--- config.mk ---
export PLATFORM = sky130hd
export DESIGN_NAME = logic_result_stage_flat
export DESIGN_NICKNAME = d
export VERILOG_FILES = /design/src/rtl/alu_logic_pkg.sv /design/src/rtl/logic_result_stage_if.sv /design/src/rtl/logic_flag_gen.sv /design/src/rtl/logic_result_stage.sv /design/src/flat_wrapper.sv
export SDC_FILE = /design/constraint.sdc
export NUM_CORES = 1
export LEC_CHECK = 0
export BUFFER_PORTS_ARGS = -buffer_cell sky130_fd_sc_hd__buf_2
export CAP_MARGIN = 20
export CORE_ASPECT_RATIO = 1.75
export CORE_MARGIN = 3
export CORE_UTILIZATION = 47
export DETAILED_ROUTE_END_ITERATION = 12
export GPL_TIMING_DRIVEN = 0
export PLACE_DENSITY = 0.84
export SETUP_SLACK_MARGIN = 0.02
export SLEW_MARGIN = 0
export SYNTH_ARGS = -nofsm -noshare
export SYNTH_HDL_FRONTEND = slang
export SYNTH_SLANG_ARGS = --single-unit
export TNS_END_PERCENT = 10
--- constraint.sdc ---
create_clock -name clk -period 2.55 [get_ports clk]
set_input_delay 0.765 -clock clk [delete_from_list [all_inputs] [get_ports clk]]
set_output_delay 0.765 -clock clk [all_outputs]
set_load 0.005 [all_outputs]
--- src/rtl/alu_logic_pkg.sv ---
// Shared types for the ALU logic-result path: opcodes, stage FSM states, per-entry flags.
// The parity flag field exists only when LRS_PARITY_EN is defined.
package alu_logic_pkg;

    localparam logic [1:0] LOP_AND = 2'b00;
    localparam logic [1:0] LOP_OR  = 2'b01;
    localparam logic [1:0] LOP_XOR = 2'b10;
    localparam logic [1:0] LOP_NOR = 2'b11;

    typedef enum logic [1:0] {
        ST_EMPTY = 2'b00,
        ST_ONE   = 2'b01,
        ST_TWO   = 2'b10
    } lrs_state_e;

    // Flags travel with each stored result; an entry is {result, z, n, p}.
    typedef struct packed {
        logic z;
        logic n;
`ifdef LRS_PARITY_EN
        logic p;
`endif
    } lrs_flags_t;

endpackage

--- src/rtl/logic_result_stage_if.sv ---
// Handshake and data bundle between the logic units, the result stage and writeback.
interface logic_result_stage_if #(
    parameter int WIDTH = 32
);
    logic             in_valid;
    logic             in_ready;
    logic [1:0]       op;
    logic [WIDTH-1:0] and_in;
    logic [WIDTH-1:0] or_in;
    logic [WIDTH-1:0] xor_in;
    logic [WIDTH-1:0] nor_in;
    logic             out_valid;
    logic             out_ready;
    logic [WIDTH-1:0] result;
    logic             flag_z;
    logic             flag_n;
    logic             flag_p;

    modport master (
        output in_valid, op, and_in, or_in, xor_in, nor_in, out_ready,
        input  in_ready, out_valid, result, flag_z, flag_n, flag_p
    );

    modport slave (
        input  in_valid, op, and_in, or_in, xor_in, nor_in, out_ready,
        output in_ready, out_valid, result, flag_z, flag_n, flag_p
    );
endinterface

--- src/rtl/logic_flag_gen.sv ---
// Combinational status flags (zero, negative, and parity when LRS_PARITY_EN is defined).
module logic_flag_gen
    import alu_logic_pkg::*;
#(
    parameter int WIDTH = 32
) (
    input  logic [WIDTH-1:0] value,
    output lrs_flags_t       flags
);

    assign flags.z = (value == '0);
    assign flags.n = value[WIDTH-1];
`ifdef LRS_PARITY_EN
    assign flags.p = ^value;
`endif

endmodule

--- src/rtl/logic_result_stage.sv ---
// Result-select pipeline stage with a 2-entry skid buffer behind a registered valid/ready.
// Build option LRS_PARITY_EN adds a stored parity bit driving flag_p.
module logic_result_stage
    import alu_logic_pkg::*;
#(
    parameter int WIDTH = 32
) (
    input  logic                 clk,
    input  logic                 rst_n,
    logic_result_stage_if.slave  bus
);

    typedef struct packed {
        logic [WIDTH-1:0] result;
        lrs_flags_t       flags;
    } entry_t;

    lrs_state_e       state_q, state_d;
    entry_t           main_q, main_d;
    entry_t           skid_q, skid_d;
    logic [WIDTH-1:0] sel_value;
    lrs_flags_t       in_flags;
    entry_t           in_entry;
    logic             in_xfer;
    logic             out_xfer;

    always_comb begin
        // NOTE: assign a default before the case so no path leaves the signal unassigned (no latch).
        sel_value = bus.and_in;
        case (bus.op)
            LOP_OR:  sel_value = bus.or_in;
            LOP_XOR: sel_value = bus.xor_in;
            LOP_NOR: sel_value = bus.nor_in;
            default: sel_value = bus.and_in;
        endcase
    end

    logic_flag_gen #(.WIDTH(WIDTH)) u_flag_gen (
        .value (sel_value),
        .flags (in_flags)
    );

    assign in_entry = {sel_value, in_flags};
    assign in_xfer  = bus.in_valid && bus.in_ready;
    assign out_xfer = bus.out_valid && bus.out_ready;

    // State register plus storage.
    always_ff @(posedge clk or negedge rst_n) begin
        if (!rst_n) begin
            state_q <= ST_EMPTY;
            main_q  <= '0;
            // NOTE: the skid entry is reset too, so nothing stale can ever reach the outputs.
            skid_q  <= '0;
        end else begin
            // NOTE: non-blocking assignments so every flop samples pre-edge values.
            state_q <= state_d;
            main_q  <= main_d;
            skid_q  <= skid_d;
        end
    end

    always_comb begin
        state_d = state_q;
        case (state_q)
            ST_EMPTY: if (in_xfer) state_d = ST_ONE;
            ST_ONE: begin
                if (in_xfer && !out_xfer)      state_d = ST_TWO;
                else if (out_xfer && !in_xfer) state_d = ST_EMPTY;
            end
            ST_TWO:   if (out_xfer) state_d = ST_ONE;
            default:  state_d = ST_EMPTY;
        endcase
    end

    // in_ready comes only from the state flop, so out_ready never reaches it combinationally.
    always_comb begin
        bus.in_ready  = (state_q != ST_TWO);
        bus.out_valid = (state_q != ST_EMPTY);
    end

    always_comb begin
        main_d = main_q;
        skid_d = skid_q;
        case (state_q)
            ST_EMPTY: if (in_xfer) main_d = in_entry;
            ST_ONE: begin
                if (in_xfer && !out_xfer) skid_d = in_entry;
                else if (in_xfer)         main_d = in_entry;
            end
            ST_TWO:   if (out_xfer) main_d = skid_q;
            default:  ;
        endcase
    end

    assign bus.result = main_q.result;
    assign bus.flag_z = main_q.flags.z;
    assign bus.flag_n = main_q.flags.n;
`ifdef LRS_PARITY_EN
    assign bus.flag_p = main_q.flags.p;
`else
    assign bus.flag_p = 1'b0;
`endif

endmodule

--- src/flat_wrapper.sv ---
// flat-port wrapper written by rule: the top's interface ports become plain ports
module logic_result_stage_flat import alu_logic_pkg::*;
#(
    parameter int WIDTH = 32
)
  (clk, rst_n, bus_in_valid, bus_op, bus_and_in, bus_or_in, bus_xor_in, bus_nor_in, bus_out_ready, bus_in_ready, bus_out_valid, bus_result, bus_flag_z, bus_flag_n, bus_flag_p);
  logic_result_stage_if #(.WIDTH(WIDTH)) bus_i ();
  input  logic clk;
  input  logic rst_n;
  input wire logic [$bits(bus_i.in_valid)-1:0] bus_in_valid;
  input wire logic [$bits(bus_i.op)-1:0] bus_op;
  input wire logic [$bits(bus_i.and_in)-1:0] bus_and_in;
  input wire logic [$bits(bus_i.or_in)-1:0] bus_or_in;
  input wire logic [$bits(bus_i.xor_in)-1:0] bus_xor_in;
  input wire logic [$bits(bus_i.nor_in)-1:0] bus_nor_in;
  input wire logic [$bits(bus_i.out_ready)-1:0] bus_out_ready;
  output wire logic [$bits(bus_i.in_ready)-1:0] bus_in_ready;
  output wire logic [$bits(bus_i.out_valid)-1:0] bus_out_valid;
  output wire logic [$bits(bus_i.result)-1:0] bus_result;
  output wire logic [$bits(bus_i.flag_z)-1:0] bus_flag_z;
  output wire logic [$bits(bus_i.flag_n)-1:0] bus_flag_n;
  output wire logic [$bits(bus_i.flag_p)-1:0] bus_flag_p;
  assign bus_i.in_valid = bus_in_valid;
  assign bus_i.op = bus_op;
  assign bus_i.and_in = bus_and_in;
  assign bus_i.or_in = bus_or_in;
  assign bus_i.xor_in = bus_xor_in;
  assign bus_i.nor_in = bus_nor_in;
  assign bus_i.out_ready = bus_out_ready;
  assign bus_in_ready = bus_i.in_ready;
  assign bus_out_valid = bus_i.out_valid;
  assign bus_result = bus_i.result;
  assign bus_flag_z = bus_i.flag_z;
  assign bus_flag_n = bus_i.flag_n;
  assign bus_flag_p = bus_i.flag_p;
  logic_result_stage #(.WIDTH(WIDTH)) u_core (.clk(clk), .rst_n(rst_n), .bus(bus_i));
endmodule
Word-level counts from Yosys, hierarchy flattened
Index checks and enable logic that the tools add are counted.
W data, S select, Z words.

cells by class
  add/subtract/negate cells = 0
  reductions and logical operators = 13
  mux-type cells = 10
  shift operators = 0
  divide/modulo/power cells = 0
  bitwise logic cells = 0
  equality and inequality tests = 10
  magnitude comparators = 0
  multiply operators = 0

operators by type and width
  cell                  number
  $mux W34              3
  $pmux W34 S3          1
  $pmux W32 S3          1
  $logic_not A32 Y1     1
  $mux W2               4
  $eq A2 B2 Y1 const B  3
  $pmux W2 S3           1
  $reduce_and A3 Y1     2
  $eq A2 B1 Y1 const B  2
  $logic_and A1 B1 Y1   4
  $ne A2 B1 Y1 const B  2
  $ne A2 B2 Y1 const B  2
  $ne A3 B1 Y1 const B  1
  $reduce_bool A3 Y1    1
  $logic_not A1 Y1      2
  $logic_not A2 Y1      1
  $reduce_and A2 Y1     1
  $reduce_bool A2 Y1    1

word-level totals
  bits of input ports = 134
  memories kept = 0
  bits in writable memories = 0
  bits in latches = 0
  ROM bits = 0
  word-level logic and storage cells = 40
  register bits = 70
  output and inout port bits = 37

Logic depth before layout (Yosys ltp)
Gate-level depths: netlist of run 1.

  word-level depth = 7
  mapped depth = 7
  depth with buffers taken out = 5

Modules after synthesis
Synthesis of run 1 repeated with hierarchy kept, for this count alone.

second synthesis, totals
  cell total of the unflattened synthesis = 260
  area total of the unflattened synthesis = 3900.0 µm²

modules (own cells, without submodules)
  module              sequential area each (µm²)  times used  area each (µm²)  cells each
  logic_result_stage  1751.7                      1           3819.9           248
  logic_flag_gen      0.0                         1           80.1             12

Worst setup path before layout of run 1
Ideal clock, no wire load.

  path kind = input to register
  start = in bus_op[0]
  end = reg u_core.skid_q[1] (netlist bit)
  cell stages on the path = 7
  setup time = 0.080 ns
  data required time = 2.470 ns
  arrival time = 2.253 ns
  buffers on the path = 2
  slack = 0.217 ns
  cells stage by stage = buf_6 > buf_12 > mux4_2 > nor4_2 > nand4_1 > or2_1 > mux2i_1

on the way
  word-level cells in the longest chain between the ends = 3
  elaborated cells on any way between the ends = 5
  classes of those cells = eq/ne: 3; mux: 1; reduce/logical: 1

ends and longest elaborated chain
  item                                                 line                      source
  start: declaration                                   flat_wrapper.sv:11        input wire logic [$bits(bus_i.op)-1:0] bus_op;
  $eq A2 B2 Y1 / $eq A2 B1 Y1 (equally long branches)  logic_result_stage.sv:30  case (bus.op)
  $pmux W32 S3 (*)                                     logic_result_stage.sv:30
  $logic_not A32 Y1 (*)                                logic_flag_gen.sv:11      assign flags.z = (value == '0);
  end signal: assignment                               logic_result_stage.sv:58  skid_q <= skid_d;
  end: declaration                                     logic_result_stage.sv:20  entry_t skid_q, skid_d;

Mark *: on every way between the ends. The rest lies on a longest branch, timed or not.
A chain may end at the register's enable or synchronous reset.

Worst setup path after layout of run 1
Same ends and word-level chain as after synthesis.

==> qor.yml, run 1 <==
status: "finished clean"
crit_path_cell_trace: "buf_6 > buf_8 > mux4_2 > nor4_2 > nand4_1 > or2_1 > mux2i_1"
postCtsSetupBuffers: 0
placementRows: 42
clockBufferDepth: 2
p_total_mw: 4.09
cp_top_family: "simple AND/OR/NAND/NOR gates"
ir_drop_mv: 0.407
avgSynthCellArea_um2: 13.3
async_reset_ff_frac: 1.00
top_layer_used: "met4"
wl_per_cell_um: 20.9
synth_fp_nets: 417
power_density_mw_per_mm2: 814
cts_tree: "built"
final_nets: 595
finalMaxSlewViolations: 0
dieHeight_um: 124
maxSlewHeadroom: 0.438
die_area_mm2: 0.00914
final_util: 0.655
drive_gt1_frac: 0.561
drt_iter0_markers: 174
cts_sinks: 68
wl_met1_um: 4120
drc: 0
cts_root_buf: "clkbuf_16"
finalHoldViolCount: 0
end_kind: "register"
synth_top_area_frac: 0.453
clock_latency_ns: 0.33
ys.flop_type: "dfrtp_1"
synth_edf_count: 0
ctsHoldBuffers: 0
synthesis.area_mm2: 0.00376
syn2layout_area_growth_pct: 33.9
via_count: 3213
crit_buf_inv: 2
firstDrtPassIters: 4
fmax_mhz: 415
synth-seq-cells: 68
dieWidth_um: 73.6
worstPathMaxFanout: 10
required_ns: 2.80
cts_resized: 1
maxCapViolCount: 0
io-pin-count: 171
antenna_found_initial: 1
finalSetupViolCount: 0
grt_max_degree: 69
rsz0062_at_grt: "false"
cts.clk_slew.worst_paths_ns: 0.05
port_buffers: 168
crit_path_max_incr_delay_ns: 0.57
fin_crit_sh: 0.944
numCtsBuffers: 9
startpoint_type: "input port"
min_path_type: "reg -> reg"
wirelength_um: 11600
criticalPathCategory: "in -> reg"
grt_pass1_vias: 3454
tightest_slew_ns: 0.843
crit_slowest_cell: "mux4_2"
holdWs_ns: 0.506
cts.htree.levels: 3
grt_overflow: 0
yosysWarnings: 0
synth_top_cell_by_area: "dfrtp_1"
fin_skew_ns: 0.00408
placed_cells: 539
via_per_inst: 5.80
yosys.cell_count.top_type: "dfrtp_1"
p_leak_nw: 2.46
ys_top_cells_by_area: "dfrtp_1, mux4_2, mux2_2"
gp_congestion: 0.862
synth_common_cells: "dfrtp_1, a21oi_1, mux2i_1, nor2_1, mux2_2"
route.met2.wl_um: 6090
grt.total_usage: 0.264
route.met3.wl_um: 1020
cp_data_arrival_time_ns: 2.66
fill_cells: 566
final_cell_count_no_fill: 554
yosysSeqAreaShare: 0.453
ant_nets: 0
hpwl_um: 9160
core_mm2: 0.00767
grt_pass1_wl_um: 17800
synth_cells: 283
yosysUniqueCellTypes: 28
initial_core_util: 0.490
post-route-min-period_ns: 2.41
## through the flow
step                cell area, um2  setup TNS [ns]  setup WS (ns)
global route                  5030               0         0.0786
CTS                           5010               0        0.00913
detailed placement            4710           -2.33         -0.302
global placement              4710          -0.840         -0.193
floorplan                     3760               0          0.217
finish                        5030               0          0.143
## where the power goes
group	leakage, nW	internal, mW	switching [mW]
Sequential	0.785	1.47	0.221
Clock	0.149	0.832	0.433
Combinational	1.52	0.614	0.519
Total	2.46	2.92	1.17
## kinds of logic (layout without fill, tap and decap cells)
logic type,after synthesis,after routing,synth area share
other,1,2,0.000998
buffers and inverters,25,207,0.0470
flip-flops,68,68,0.453
AO/OA/AOI/OAI,37,37,0.0496
AND/OR/NAND/NOR,54,54,0.0690
multiplexers,98,98,0.380
## cell type report
type,instances,area (um2),area share
flip-flops and latches,68,1700,0.338
multi-input cells,190,1890,0.376
clock buffers,14,274,0.0545
well taps,88,110,0.0219
plain buffers,23,170,0.0338
repair buffers,168,843,0.168
clock inverters,1,30.0,0.00597
diodes,1,2.50,0.000498
inverters,1,3.75,0.000746
## cells in the final DEF, fill, tap and decap left out, types with 2 or more instances in the layout
cell and instances:
buf_2 170, dfrtp_1 68, a21oi_1 35, mux2i_1 34, nor2_1 34, mux2_2 32, mux4_2 30, clkbuf_1 11
clkbuf_16 9, clkbuf_8 5, nor4_2 4, nor4_1 4, nand2_1 3, buf_4 3, buf_12 2, nor2b_1 2
buf_1 2, mux4_1 2, nand4_1 2
## final timing paths
| kind | startpoint | endpoint | slack, ns | cells past startpoint |
|---|---|---|---|---|
| worst max-delay path | bus_op[0] | u_core.skid_q[1] | 0.14 | 7 |
| worst min register to register | u_core.skid_q[21] | u_core.skid_q[21] | 0.51 | 1 |
| max in group asynchronous | rst_n | u_core.bus.result[21] | 1.46 | 1 |
| worst max register to register | u_core.state_q[1] | u_core.skid_q[19] | 0.26 | 5 |
| worst min-delay path | u_core.skid_q[21] | u_core.skid_q[21] | 0.51 | 1 |
| min in group asynchronous | rst_n | u_core.bus.result[5] | 0.54 | 1 |
## sequential cells by signal, summed over array words and instances, names as in the netlist
name	flops
u_core.skid_q	33
u_core.bus.result	32
u_core.state_q	2
u_core.bus.flag_z	1
## worst reg2reg max path: cells and delay by family, from the launching register on
kind | cells | cell delay, ns
multiplexers | 1 | 0.42
buffers and inverters | 2 | 0.86
AND/OR/NAND/NOR | 2 | 0.46
flip-flops | 1 | 0.45
## layer usage
layer / track usage / vias to the layer above
met3: 0.0695 / 24
met2: 0.434 / 183
met1: 0.311 / 1584
met5: 0 / -
met4: 0.128 / 0
li1: - / 1422
No activity file was read; power rests on OpenSTA's default activity.
==> inputs of run 2 (changes only) <==
--- a/config.mk
+++ b/config.mk
@@ -8,10 +8,9 @@
 export BUFFER_PORTS_ARGS = -buffer_cell sky130_fd_sc_hd__buf_2
 export CAP_MARGIN = 20
 export CORE_ASPECT_RATIO = 1.75
-export CORE_MARGIN = 3
+export CORE_MARGIN = 5
 export CORE_UTILIZATION = 47
 export DETAILED_ROUTE_END_ITERATION = 12
-export GPL_TIMING_DRIVEN = 0
 export PLACE_DENSITY = 0.84
 export SETUP_SLACK_MARGIN = 0.02
 export SLEW_MARGIN = 0
==> run 2 against run 1 <==
Compared with the run above:
- critical path depth grew 1
- register-to-register slack improved by 0.58 ns
- utilization rose by 0.99 points
- clock power grew 21%
- via count is 2.4% higher
- wire length is 7.8% higher
- cell area rose by 3.9%
- clock-buffer cell count is 4 lower
- hold slack worse by 0.059 ns
- highest routed layer unchanged
==> qor.yml, run 2 (synthesized netlist as in run 1, its figures left out) <==
hpwl_um: 9510  # +3.9%
maxCapViolCount: 0  # unchanged
rr_worst_depth: 6  # +1
die_area_mm2: 0.00995  # +8.8%
cp_data_arrival_time_ns: 2.65  # about the same
worstPathMaxFanout: 8  # -2
cts_sinks: 68  # unchanged
firstDrtPassIters: 4  # unchanged
finalMaxSlewViolations: 0  # unchanged
cts.htree.levels: 3  # unchanged
worstReg2RegStart: "u_core.state_q[1]"
cp-endpoint: "u_core.skid_q[1]"
power_density_mw_per_mm2: 847  # +4.1%
cts.clk_slew.worst_paths_ns: 0.05  # about the same
layout_common_cells: "buf_2, dfrtp_1, a21oi_1"
end_kind: "register"
top_register: "u_core.skid_q"
via_per_inst: 5.85  # +0.79%
tightest_slew_ns: 0.632  # -0.210 ns
via_count: 3291  # +2.4%
syn2layout_area_growth_pct: 39.1
largest_reg_flops: 33  # unchanged
gp_congestion: 0.939  # +9.0%
cts_tree: "built"
rsz0062_at_grt: "false"
grt_pass1_wl_um: 19600  # +10%
wl_per_cell_um: 22.2  # +6.1%
grt_overflow: 0  # unchanged
ant_nets: 0  # unchanged
layout_setup_ws_ns: 0.162  # +0.0187 ns
final_common_cell: "buf_2"
drc: 0  # unchanged
startpoint_type: "input port"
cts_root_buf: "clkbuf_16"
antenna_found_initial: 0  # -1
fill_cells: 562  # -0.71%
wirelength_um: 12500  # +7.8%
port_buffers: 169  # +0.60%
wl_met1_um: 4430  # +7.5%
top_layer_used: "met4"
status: "finished clean"
maxSlewHeadroom: 0.578  # +0.140
finalHoldViolCount: 0  # unchanged
final_nets: 601  # +1.0%
fmax_mhz: 419  # +0.78%
clock_latency_ns: 0.34  # about the same
clockBufferDepth: 2  # unchanged
required_ns: 2.81  # about the same
rrSetupSlack_ns: 0.84  # +0.58 ns
pre_cts_ws_ns: -0.245  # +0.0561 ns
grt_max_degree: 45  # -35%
finalSetupViolCount: 0  # unchanged
p_leak_nw: 2.57  # +4.6%
setup-tns-final_ns: 0  # unchanged
post-route-min-period_ns: 2.39  # -0.0187 ns
dieWidth_um: 77.6  # +5.4%
io-pin-count: 171  # unchanged
placementRows: 43  # +2.4%
crit_start: "bus_op[0]"
holdWs_ns: 0.447  # -0.0590 ns
criticalPathCategory: "in -> reg"
grt.total_usage: 0.262  # -0.00194
grt_pass1_vias: 3646  # +5.6%
fin_crit_sh: 0.937  # -0.00732
fin_skew_ns: 0.00724  # +0.00316 ns
min_path_type: "in -> async"
route.met3.wl_um: 1070  # +4.7%
ir_drop_mv: 0.816  # +100%
route.met2.wl_um: 6580  # +8.0%
drive_gt1_frac: 0.595  # +0.0340
timing.rr.end: "u_core.bus.result[12]"
core_mm2: 0.00786  # +2.4%
drt_iter0_markers: 198  # +14%
numCtsBuffers: 9  # unchanged
initial_core_util: 0.478  # -0.0114
dieHeight_um: 128  # +3.2%
## run 2: final cells by class
type	count	area [um2]	share of cell area
multi-input cells	190	1900	0.363
well taps	90	113	0.0215
inverters	1	3.75	0.000718
clock buffers	10	229	0.0438
flip-flops and latches	68	1700	0.326
repair buffers	197	1140	0.219
clock inverters	6	136	0.0261
diodes	1	2.50	0.000479
## run 2: what timing repair did
item                       in CTS  in global routing
hold endpoints to repair        0                  0
hold buffers                    0                  0
resized for setup               0                  1
setup buffers                   0                  0
setup endpoints to repair       0                  2
## run 2: worst min path at each step
stage	end	slack (ns)
floorplan	u_core.bus.flag_z	0.47
global placement	u_core.skid_q[20]	0.49
detailed placement	u_core.skid_q[18]	0.49
CTS	u_core.skid_q[7]	0.46
global route	u_core.skid_q[4]	0.49
finish	u_core.bus.result[4]	0.45
## run 2: critical path, cell delays in order
cell and delay (ns):
buf_2 0.13, buf_12 0.14, buf_12 0.12, mux4_1 0.58, nor4_1 0.34, nand4_1 0.14
or2_1 0.26, mux2i_1 0.14
## run 2: per-layer routing
metal | vias to the layer above | global-route usage
met5 | - | 0
met4 | 0 | 0.120
met3 | 27 | 0.0682
met2 | 211 | 0.450
met1 | 1619 | 0.302
li1 | 1434 | -
## run 2: per-stage QoR
stage / util / power (mW) / instance area, um2 / std cells
6_report: 0.665 / 4.43 / 5230 / 563
5_1_grt: 0.665 / 4.64 / 5220 / 562
4_1_cts: 0.664 / 4.43 / 5220 / 562
3_5_place_dp: 0.618 / 2.87 / 4850 / 546
3_3_place_gp: 0.618 / 2.79 / 4850 / 546
2_1_floorplan: - / 2.33 / 3760 / 283
## run 2: report_power, final
| part | leakage (nW) | total [mW] | switching (mW) | internal (mW) |
|---|---|---|---|---|
| clock network | 0.173 | 1.53 | 0.479 | 1.06 |
| registers | 0.785 | 1.71 | 0.235 | 1.47 |
| logic | 1.61 | 1.18 | 0.535 | 0.650 |
